**src/rtl/toa_pkg.sv**
```systemverilog
// Shared types and helpers for the three-operand pipelined adder: prefix-cell
// generate/propagate pair, the grey/black cell operators and the result width.
package toa_pkg;

  localparam int TOA_LATENCY = 2;

  typedef struct packed {
    logic g;
    logic p;
  } gp_t;

  function automatic int toa_out_w(input int width);
    return width + 2;
  endfunction

  // Black cell: merges a high group with the adjacent lower group.
  function automatic gp_t gp_black(input gp_t hi, input gp_t lo);
    gp_t r;
    r.g = hi.g | (hi.p & lo.g);
    r.p = hi.p & lo.p;
    return r;
  endfunction

  // Grey cell: the lower group already reaches bit 0, so only g matters
  // downstream and p is carried through unchanged.
  function automatic gp_t gp_grey(input gp_t hi, input logic lo_g);
    gp_t r;
    r.g = hi.g | (hi.p & lo_g);
    r.p = hi.p;
    return r;
  endfunction

endpackage

```
**src/rtl/toa_prefix_adder.sv**
```systemverilog
// Combinational N-bit Kogge-Stone adder: s = x + y modulo 2^N, built from a
// log2(N)-level tree of grey/black cells.
module toa_prefix_adder
  import toa_pkg::*;
#(
  parameter int N = 8
) (
  input  logic [N-1:0] x,
  input  logic [N-1:0] y,
  output logic [N-1:0] s
);

  localparam int LEVELS = $clog2(N);

  gp_t gp [0:LEVELS][N-1:0];

  for (genvar i = 0; i < N; i++) begin : g_init
    assign gp[0][i] = '{g: x[i] & y[i], p: x[i] ^ y[i]};
  end

  for (genvar l = 0; l < LEVELS; l++) begin : g_level
    localparam int D = 1 << l;
    for (genvar i = 0; i < N; i++) begin : g_bit
      if (i < D) begin : g_pass
        assign gp[l+1][i] = gp[l][i];
      end else if (i < 2 * D) begin : g_grey
        assign gp[l+1][i] = gp_grey(gp[l][i], gp[l][i-D].g);
      end else begin : g_black
        assign gp[l+1][i] = gp_black(gp[l][i], gp[l][i-D]);
      end
    end
  end

  // Final group generate at bit i-1 is the carry into bit i.
  assign s[0] = gp[0][0].p;
  for (genvar i = 1; i < N; i++) begin : g_sum
    assign s[i] = gp[0][i].p ^ gp[LEVELS][i-1].g;
  end

endmodule

```
**src/rtl/three_operand_adder_pipe.sv**
```systemverilog
// Two-stage valid/ready pipelined adder S = a + b + c + cin (carry-save row,
// then prefix add). Define TOA_SIGNED_EN for two's-complement operands.
module three_operand_adder_pipe
  import toa_pkg::*;
#(
  parameter  int WIDTH = 32,
  localparam int OUT_W = toa_out_w(WIDTH)
) (
  input  logic             clk,
  input  logic             rst_n,
  input  logic             in_valid,
  output logic             in_ready,
  input  logic [WIDTH-1:0] a,
  input  logic [WIDTH-1:0] b,
  input  logic [WIDTH-1:0] c,
  input  logic             cin,
  output logic             out_valid,
  input  logic             out_ready,
  output logic [OUT_W-1:0] S,
  output logic             Cout
);

  function automatic logic [OUT_W-1:0] ext(input logic [WIDTH-1:0] x);
`ifdef TOA_SIGNED_EN
    return {{(OUT_W-WIDTH){x[WIDTH-1]}}, x};
`else
    return {{(OUT_W-WIDTH){1'b0}}, x};
`endif
  endfunction

  logic             v1_q, v1_d;
  logic             v2_q, v2_d;
  logic [OUT_W-1:0] sv_q, sv_d;
  logic [OUT_W-1:0] cv_q, cv_d;
  logic [OUT_W-1:0] s_q,  s_d;

  logic [OUT_W-1:0] a_x, b_x, c_x;
  logic [OUT_W-1:0] row_s, row_c;
  logic [OUT_W-2:0] row_maj;
  logic [OUT_W-1:0] sum_w;
  logic             en1, en2, in_fire;

  assign in_ready = ~v1_q | ~v2_q | out_ready;
  assign en2      = v1_q & (~v2_q | out_ready);
  assign en1      = ~v1_q | en2;
  assign in_fire  = in_valid & in_ready;

  // The row spans OUT_W bits so a sign extension passes straight through it;
  // the carry out of the top bit is dropped because the exact sum fits.
  assign a_x     = ext(a);
  assign b_x     = ext(b);
  assign c_x     = ext(c);
  assign row_s   = a_x ^ b_x ^ c_x;
  assign row_maj = (a_x[OUT_W-2:0] & b_x[OUT_W-2:0]) |
                   (a_x[OUT_W-2:0] & c_x[OUT_W-2:0]) |
                   (b_x[OUT_W-2:0] & c_x[OUT_W-2:0]);
  assign row_c   = {row_maj, cin};

  toa_prefix_adder #(
    .N (OUT_W)
  ) u_prefix (
    .x (sv_q),
    .y (cv_q),
    .s (sum_w)
  );

  always_comb begin
    // NOTE: each _d starts from its hold value, so no branch can infer a latch.
    v1_d = v1_q;
    v2_d = v2_q;
    sv_d = sv_q;
    cv_d = cv_q;
    s_d  = s_q;

    if (en1) begin
      v1_d = in_fire;
      if (in_fire) begin
        sv_d = row_s;
        cv_d = row_c;
      end
    end

    if (en2) begin
      v2_d = 1'b1;
      s_d  = sum_w;
    end else if (out_ready) begin
      v2_d = 1'b0;
    end
  end

  always_ff @(posedge clk or negedge rst_n) begin
    if (!rst_n) begin
      // NOTE: data registers are reset as well, so S and Cout read 0 in reset.
      v1_q <= 1'b0;
      v2_q <= 1'b0;
      sv_q <= '0;
      cv_q <= '0;
      s_q  <= '0;
    end else begin
      // NOTE: non-blocking so every stage samples the pre-edge values.
      v1_q <= v1_d;
      v2_q <= v2_d;
      sv_q <= sv_d;
      cv_q <= cv_d;
      s_q  <= s_d;
    end
  end

  assign out_valid = v2_q;
  assign S         = s_q;
  assign Cout      = s_q[OUT_W-1];

endmodule

```
**config.mk**
```make
export PLATFORM = sky130hd
export DESIGN_NAME = three_operand_adder_pipe
export DESIGN_NICKNAME = d
export VERILOG_FILES = /design/src/rtl/toa_pkg.sv /design/src/rtl/toa_prefix_adder.sv /design/src/rtl/three_operand_adder_pipe.sv
export SDC_FILE = /design/constraint.sdc
export NUM_CORES = 1
export LEC_CHECK = 0
export ABC_AREA = 1
export BUFFER_PORTS_ARGS = -buffer_cell sky130_fd_sc_hd__buf_2
export CAP_MARGIN = 0
export CORE_ASPECT_RATIO = 0.75
export CORE_MARGIN = 2
export CORE_UTILIZATION = 55
export DETAILED_ROUTE_END_ITERATION = 12
export PLACE_DENSITY_LB_ADDON = 0.12
export SLEW_MARGIN = 30
export SYNTH_ARGS = -nofsm -noshare
export SYNTH_HDL_FRONTEND = slang
export SYNTH_SLANG_ARGS = --single-unit
```
**constraint.sdc**
```tcl
create_clock -name clk -period 2.1 [get_ports clk]
set_clock_uncertainty 0.1 [all_clocks]
set_input_delay 0.525 -clock clk [delete_from_list [all_inputs] [get_ports clk]]
set_output_delay 0.525 -clock clk [all_outputs]
set_load 0.1 [all_outputs]
```
Word-level counts from Yosys, hierarchy flattened. Cells that the tools add are included.

Bitwise gates (word level): 488. Mux-type cells: 2. Reduce and logical (&&, ||, !) cells: 2.

Operators with widths (count): $and A1 B1 Y1 (273); $or A1 B1 Y1 (139); $and A32 B32 Y32 (3); $xor A1 B1 Y1 (67); $or A32 B32 Y32 (2); $xor A32 B32 Y32 (2); $mux W1 (2); $not A1 Y1 (2); $reduce_and A2 Y1 (1); $reduce_bool A2 Y1 (1).

Bits in registers: 104. Logic and storage cells: 497. Output and inout bits: 37. Bits of input ports: 101.

Depth between registers and ports, before layout.
Depth after elaboration: 13. Mapped depth: 15. Gate-level depth less buffers: 15.

Hierarchy. Synthesis repeated with hierarchy kept, for this count alone.

Cells, all modules: 913. Area total of the unflattened synthesis: 6877.8 µm².

Modules (own cells, without submodules): three_operand_adder_pipe (area an instance 4640.7 µm², sequential area each 2527.4 µm², cells each 470, instances 1); toa_prefix_adder (area an instance 2237.1 µm², sequential area each 0.0 µm², cells each 443, instances 1).

Worst setup path after synthesis. Ideal clock, no wire load.

Path kind: register to register. Start point: reg v2_q (netlist: out_valid). End point: reg sv_q[12]. Period minus slack after synthesis: 2.782 ns. Path buffers: 2. Library setup time: 0.125 ns. Cell stages (with the launch flop): 6. Path slack: -0.682 ns. Data required time: 1.875 ns. Arrival time: 2.557 ns. Path through: dfrtp_1 nand3_2 nand2_2 buf_4 buf_4 mux2_2.

Word-level cells in the longest chain between the ends: 5. Elaborated cells between the ends (all ways): 8. Classes of those cells: 7 x bitwise; 1 x reduce/logical.

Ends and longest elaborated chain: start: declaration (RTL line three_operand_adder_pipe.sv:32) `logic v2_q, v2_d;`; start signal: assignment (RTL line three_operand_adder_pipe.sv:102) `v2_q <= v2_d;`; $not A1 Y1 (RTL line three_operand_adder_pipe.sv:43) `assign in_ready = ~v1_q | ~v2_q | out_ready;`; $or A1 B1 Y1 (2 in series) (RTL line three_operand_adder_pipe.sv:43); named net in_ready (RTL line three_operand_adder_pipe.sv:12) `output logic in_ready,`; $and A1 B1 Y1 (RTL line three_operand_adder_pipe.sv:46) `assign in_fire = in_valid & in_ready;`; $reduce_and A2 Y1 (no line); end signal: assignment (RTL line three_operand_adder_pipe.sv:103) `sv_q <= sv_d;`; end: declaration (RTL line three_operand_adder_pipe.sv:33) `logic [OUT_W-1:0] sv_q, sv_d;`.

The timed path passes the listed nets, and every way through them passes these cells. A chain may end at the register's enable or synchronous reset.

Worst setup path in the final report.
Start point: reg cv_q[0]. End point: reg s_q[20] (netlist: S[20]).

Word-level cells in the longest chain between the ends: 8.

Ends and longest elaborated chain: start: declaration (RTL line three_operand_adder_pipe.sv:34) `logic [OUT_W-1:0] cv_q, cv_d;`; start signal: assignment (RTL line three_operand_adder_pipe.sv:104) `cv_q <= cv_d;`; $and A1 B1 Y1 (RTL line toa_prefix_adder.sv:18) `assign gp[0][i] = '{g: x[i] & y[i], p: x[i] ^ y[i]};`; $and A1 B1 Y1 (RTL line toa_pkg.sv:28) `r.g = hi.g | (hi.p & lo_g);`; $or A1 B1 Y1 (RTL line toa_pkg.sv:28); $and A1 B1 Y1 (RTL line toa_pkg.sv:28); $or A1 B1 Y1 (RTL line toa_pkg.sv:28); $and A1 B1 Y1 (RTL line toa_pkg.sv:28); $or A1 B1 Y1 (RTL line toa_pkg.sv:28); $xor A1 B1 Y1 (RTL line toa_prefix_adder.sv:37) `assign s[i] = gp[0][i].p ^ gp[LEVELS][i-1].g;`; end signal: assignment (RTL line three_operand_adder_pipe.sv:98) `s_q <= '0;`; end signal: assignment (RTL line three_operand_adder_pipe.sv:105) `s_q <= s_d;`; end: declaration (RTL line three_operand_adder_pipe.sv:35) `logic [OUT_W-1:0] s_q, s_d;`.

Every way passes these cells.

==> run_results.csv <==
group,metric,value,unit
sta,max_freq,499,MHz
sta,setup_violations,0,
cells_and_area,num_antenna_cells,0,
logic_synthesis,syn_area_per_cell,8.21,sq um
logic_synthesis,yosysSeqAreaShare,36.6,%
sta,hold_viol_final,0,
global_routing,met3_usage,4.83,%
sta,fin_crit_sh,95.4,%
floorplanning,die_area,13500,sq um
drt,vias,5802,
floorplanning,num_rows,35,
outcome,status,"finished, final reports clean",
logic_synthesis,synth_fp_nets,1007,
setup_path,critPathCaptureType,"flip-flop",
global_routing,grt_max_degree,102,
logic_synthesis,ys_types,29,
global_routing,met1_usage,37.6,%
cells_and_area,drive_gt1_share,29.0,%
power,power.leakage,4.47,nW
placement,place_hpwl,12400,um
placement,dp_slack,0.00884,ns
clock_network,cts-htree-levels,3,
drt,wl_per_cell,13.9,um
cells_and_area,syn_to_final_growth,21.9,%
clock_network,clock_latency,0.35,ns
floorplanning,num_io_pins,138,
sta,timing.hold.ws,0.131,ns
global_routing,grt_pass1_vias,5517,
placement,numPortBuffers,137,
worst_hold_path,hp-class,"in -> async",
cells_and_area,final_cell_mix,"nand2_1, buf_2, inv_1",
global_routing,grt_pass1_wl,26500,um
drt,viasPerCell,5.01,
cells_and_area,n_fill_cell,1072,
sta,slew_headroom,64.3,%
power,power.density,1430,nW/um^2
floorplanning,coreArea,12300,sq um
clock_network,cts_tree,"yes",
sta,drv_slew,0,
logic_synthesis,synth_top_area_share,36.6,%
clock_network,ctsRootBufferMaster,"clkbuf_16",
drt,first_pass_iters,6,
setup_path,worst-setup-path-type,"reg -> reg",
logic_synthesis,synth_area_leaders,"dfrtp_1, nand2_1, mux2_2, fa_1, inv_1",
clock_network,cts.sinks,101,
floorplanning,die_w,133,um
setup_path,required,2.25,ns
cells_and_area,fin_nets,1154,
drt,postRouteAntennaNets,0,
drt,drt_iter0_drc,373,
clock_network,numCtsBuffers,9,
clock_network,clockBufferDepth,2,
logic_synthesis,yosysWarnings,0,
job,drv_cap,0,
setup_path,crit_arrival,2.15,ns
placement,gp_congestion,0.944,
drt,wirelength,16100,um
floorplanning,start_util,56.3,%
global_routing,use_met2,36.9,%
logic_synthesis,yosys.area.top_type,"dfrtp_1",
setup_path,cp_max_fo,3,
floorplanning,die_y,101,um
global_routing,grt_usage,24.9,%
power,ir_worst_vdd,0.00102,V
logic_synthesis,synthCells,841,
global_routing,antenna_found_initial,0,
cells_and_area,mostFrequentLayoutCell,"nand2_1",
sta,setup_ws,0.0962,ns
logic_synthesis,ys_seq_elements,101,
global_routing,grt_remaining_overflow,0,
sta,rsz0062_at_grt,"true",
clock_network,clk_pin_slew_worst_paths,0.07,ns
global_routing,busiest_layer,"met1",
sta,layout_min_cycle_time,2.00,ns
logic_synthesis,netlist_area,6900,sq um
setup_path,worst_setup_path_start_kind,"flip-flop",
sta,worstMarginPinSlew,0.535,ns
drt,drc,0,
==> cells in the mapped netlist, drive strengths merged <==
| cell type | count |
|---|---|
| mux2 | 62 |
| a21o | 1 |
| buf | 9 |
| nand2 | 299 |
| nand4 | 3 |
| ha | 32 |
| inv | 133 |
| fa | 33 |
| nand3b | 4 |
| o21bai | 2 |
| nor2 | 53 |
| nand3 | 42 |
| dfrtp | 101 |
| clkbuf | 5 |
| or2 | 1 |
| a21oi | 24 |
| nor3 | 4 |
| xnor2 | 14 |
| clkinv | 1 |
| o21ai | 17 |
| xor2 | 1 |
==> layout make-up <==
| type | count | area [sq um] | area share (%) |
|---|---|---|---|
| timing repair buffer | 150 | 838 | 9.96 |
| clock buffer | 11 | 253 | 3.00 |
| tap | 166 | 208 | 2.47 |
| sequential | 101 | 2530 | 30.1 |
| clock inverter | 5 | 65.1 | 0.773 |
| multi-input combinational | 592 | 4020 | 47.7 |
| inverter | 134 | 503 | 5.98 |
==> report_power, final <==
part	switching [W]	total [W]	internal, W
Combinational	0.00528	0.00731	0.00204
Clock	0.000794	0.00180	0.00101
Sequential	0.000400	0.00295	0.00255
Total	0.00647	0.0121	0.00559
==> layer usage <==
layer	up-vias	routed length, um
li1	2903	-
met4	0	176
met2	191	6700
met5	-	0
met1	2690	8080
met3	18	1100
==> path summary, 6_finish.rpt <==
check                             to     from  slack [ns]  cells after the start
hold / removal                  S[3]    rst_n        0.13                      2
hold reg to reg                S[19]    S[19]        0.38                      2
min in group clk             cv_q[0]      cin        0.33                      2
setup reg to reg               S[20]  cv_q[0]         0.1                     13
max in group asynchronous  out_valid    rst_n        1.34                      2
setup / recovery               S[20]  cv_q[0]         0.1                     13
==> per-stage QoR <==
stage / cells / setup TNS [ns] / cell area [sq um] / power, W / utilization [%]
3_3_place_gp: 1142 / 0 / 7880 / 0.00989 / 64.3
5_1_grt: 1159 / -0.0971 / 8410 / 0.0129 / 68.6
6_report: 1159 / 0 / 8410 / 0.0121 / 68.6
2_1_floorplan: 841 / 0 / 6910 / 0.00838 / -
4_1_cts: 1158 / 0 / 8200 / 0.0118 / 66.9
3_5_place_dp: 1142 / 0 / 7880 / 0.00995 / 64.3
==> worst max-delay path, cell delays in order, from the launching register on <==
cell     delay [ns]
dfrtp_1        0.36
ha_2           0.18
inv_1          0.05
fa_2           0.35
inv_2          0.08
nand2_1        0.09
nand2_2        0.10
nand4_1        0.08
nand3_1        0.20
nand2_1        0.10
nand2_1        0.07
nand2_1        0.04
nand3_1        0.06
nand2_1        0.05
==> cell families (layout without fill, tap and decap cells) <==
family | Yosys count | after routing | synth area share (%)
adder cells (fa/ha/maj) | 65 | 65 | 15.4
multiplexers | 62 | 62 | 10.1
AND/OR/NAND/NOR | 406 | 406 | 24.3
XOR/XNOR | 15 | 15 | 1.90
buffers and inverters | 148 | 300 | 8.32
AO/OA/AOI/OAI | 44 | 44 | 3.35
flip-flops | 101 | 101 | 36.6
==> sequential cells by signal, summed over array words and instances (netlist names) <==
| name | cells |
|---|---|
| out_valid | 1 |
| S | 34 |
| cv_q | 33 |
| v1_q | 1 |
| sv_q | 32 |
==> timing repair <==
item                       4_1_cts  5_1_grt
hold buffers                     0        0
gates resized for setup          2       39
setup endpoints to repair        4       16
gates cloned                     0        0
buffers inserted                 0        1
(Power assumes the default switching activity.)
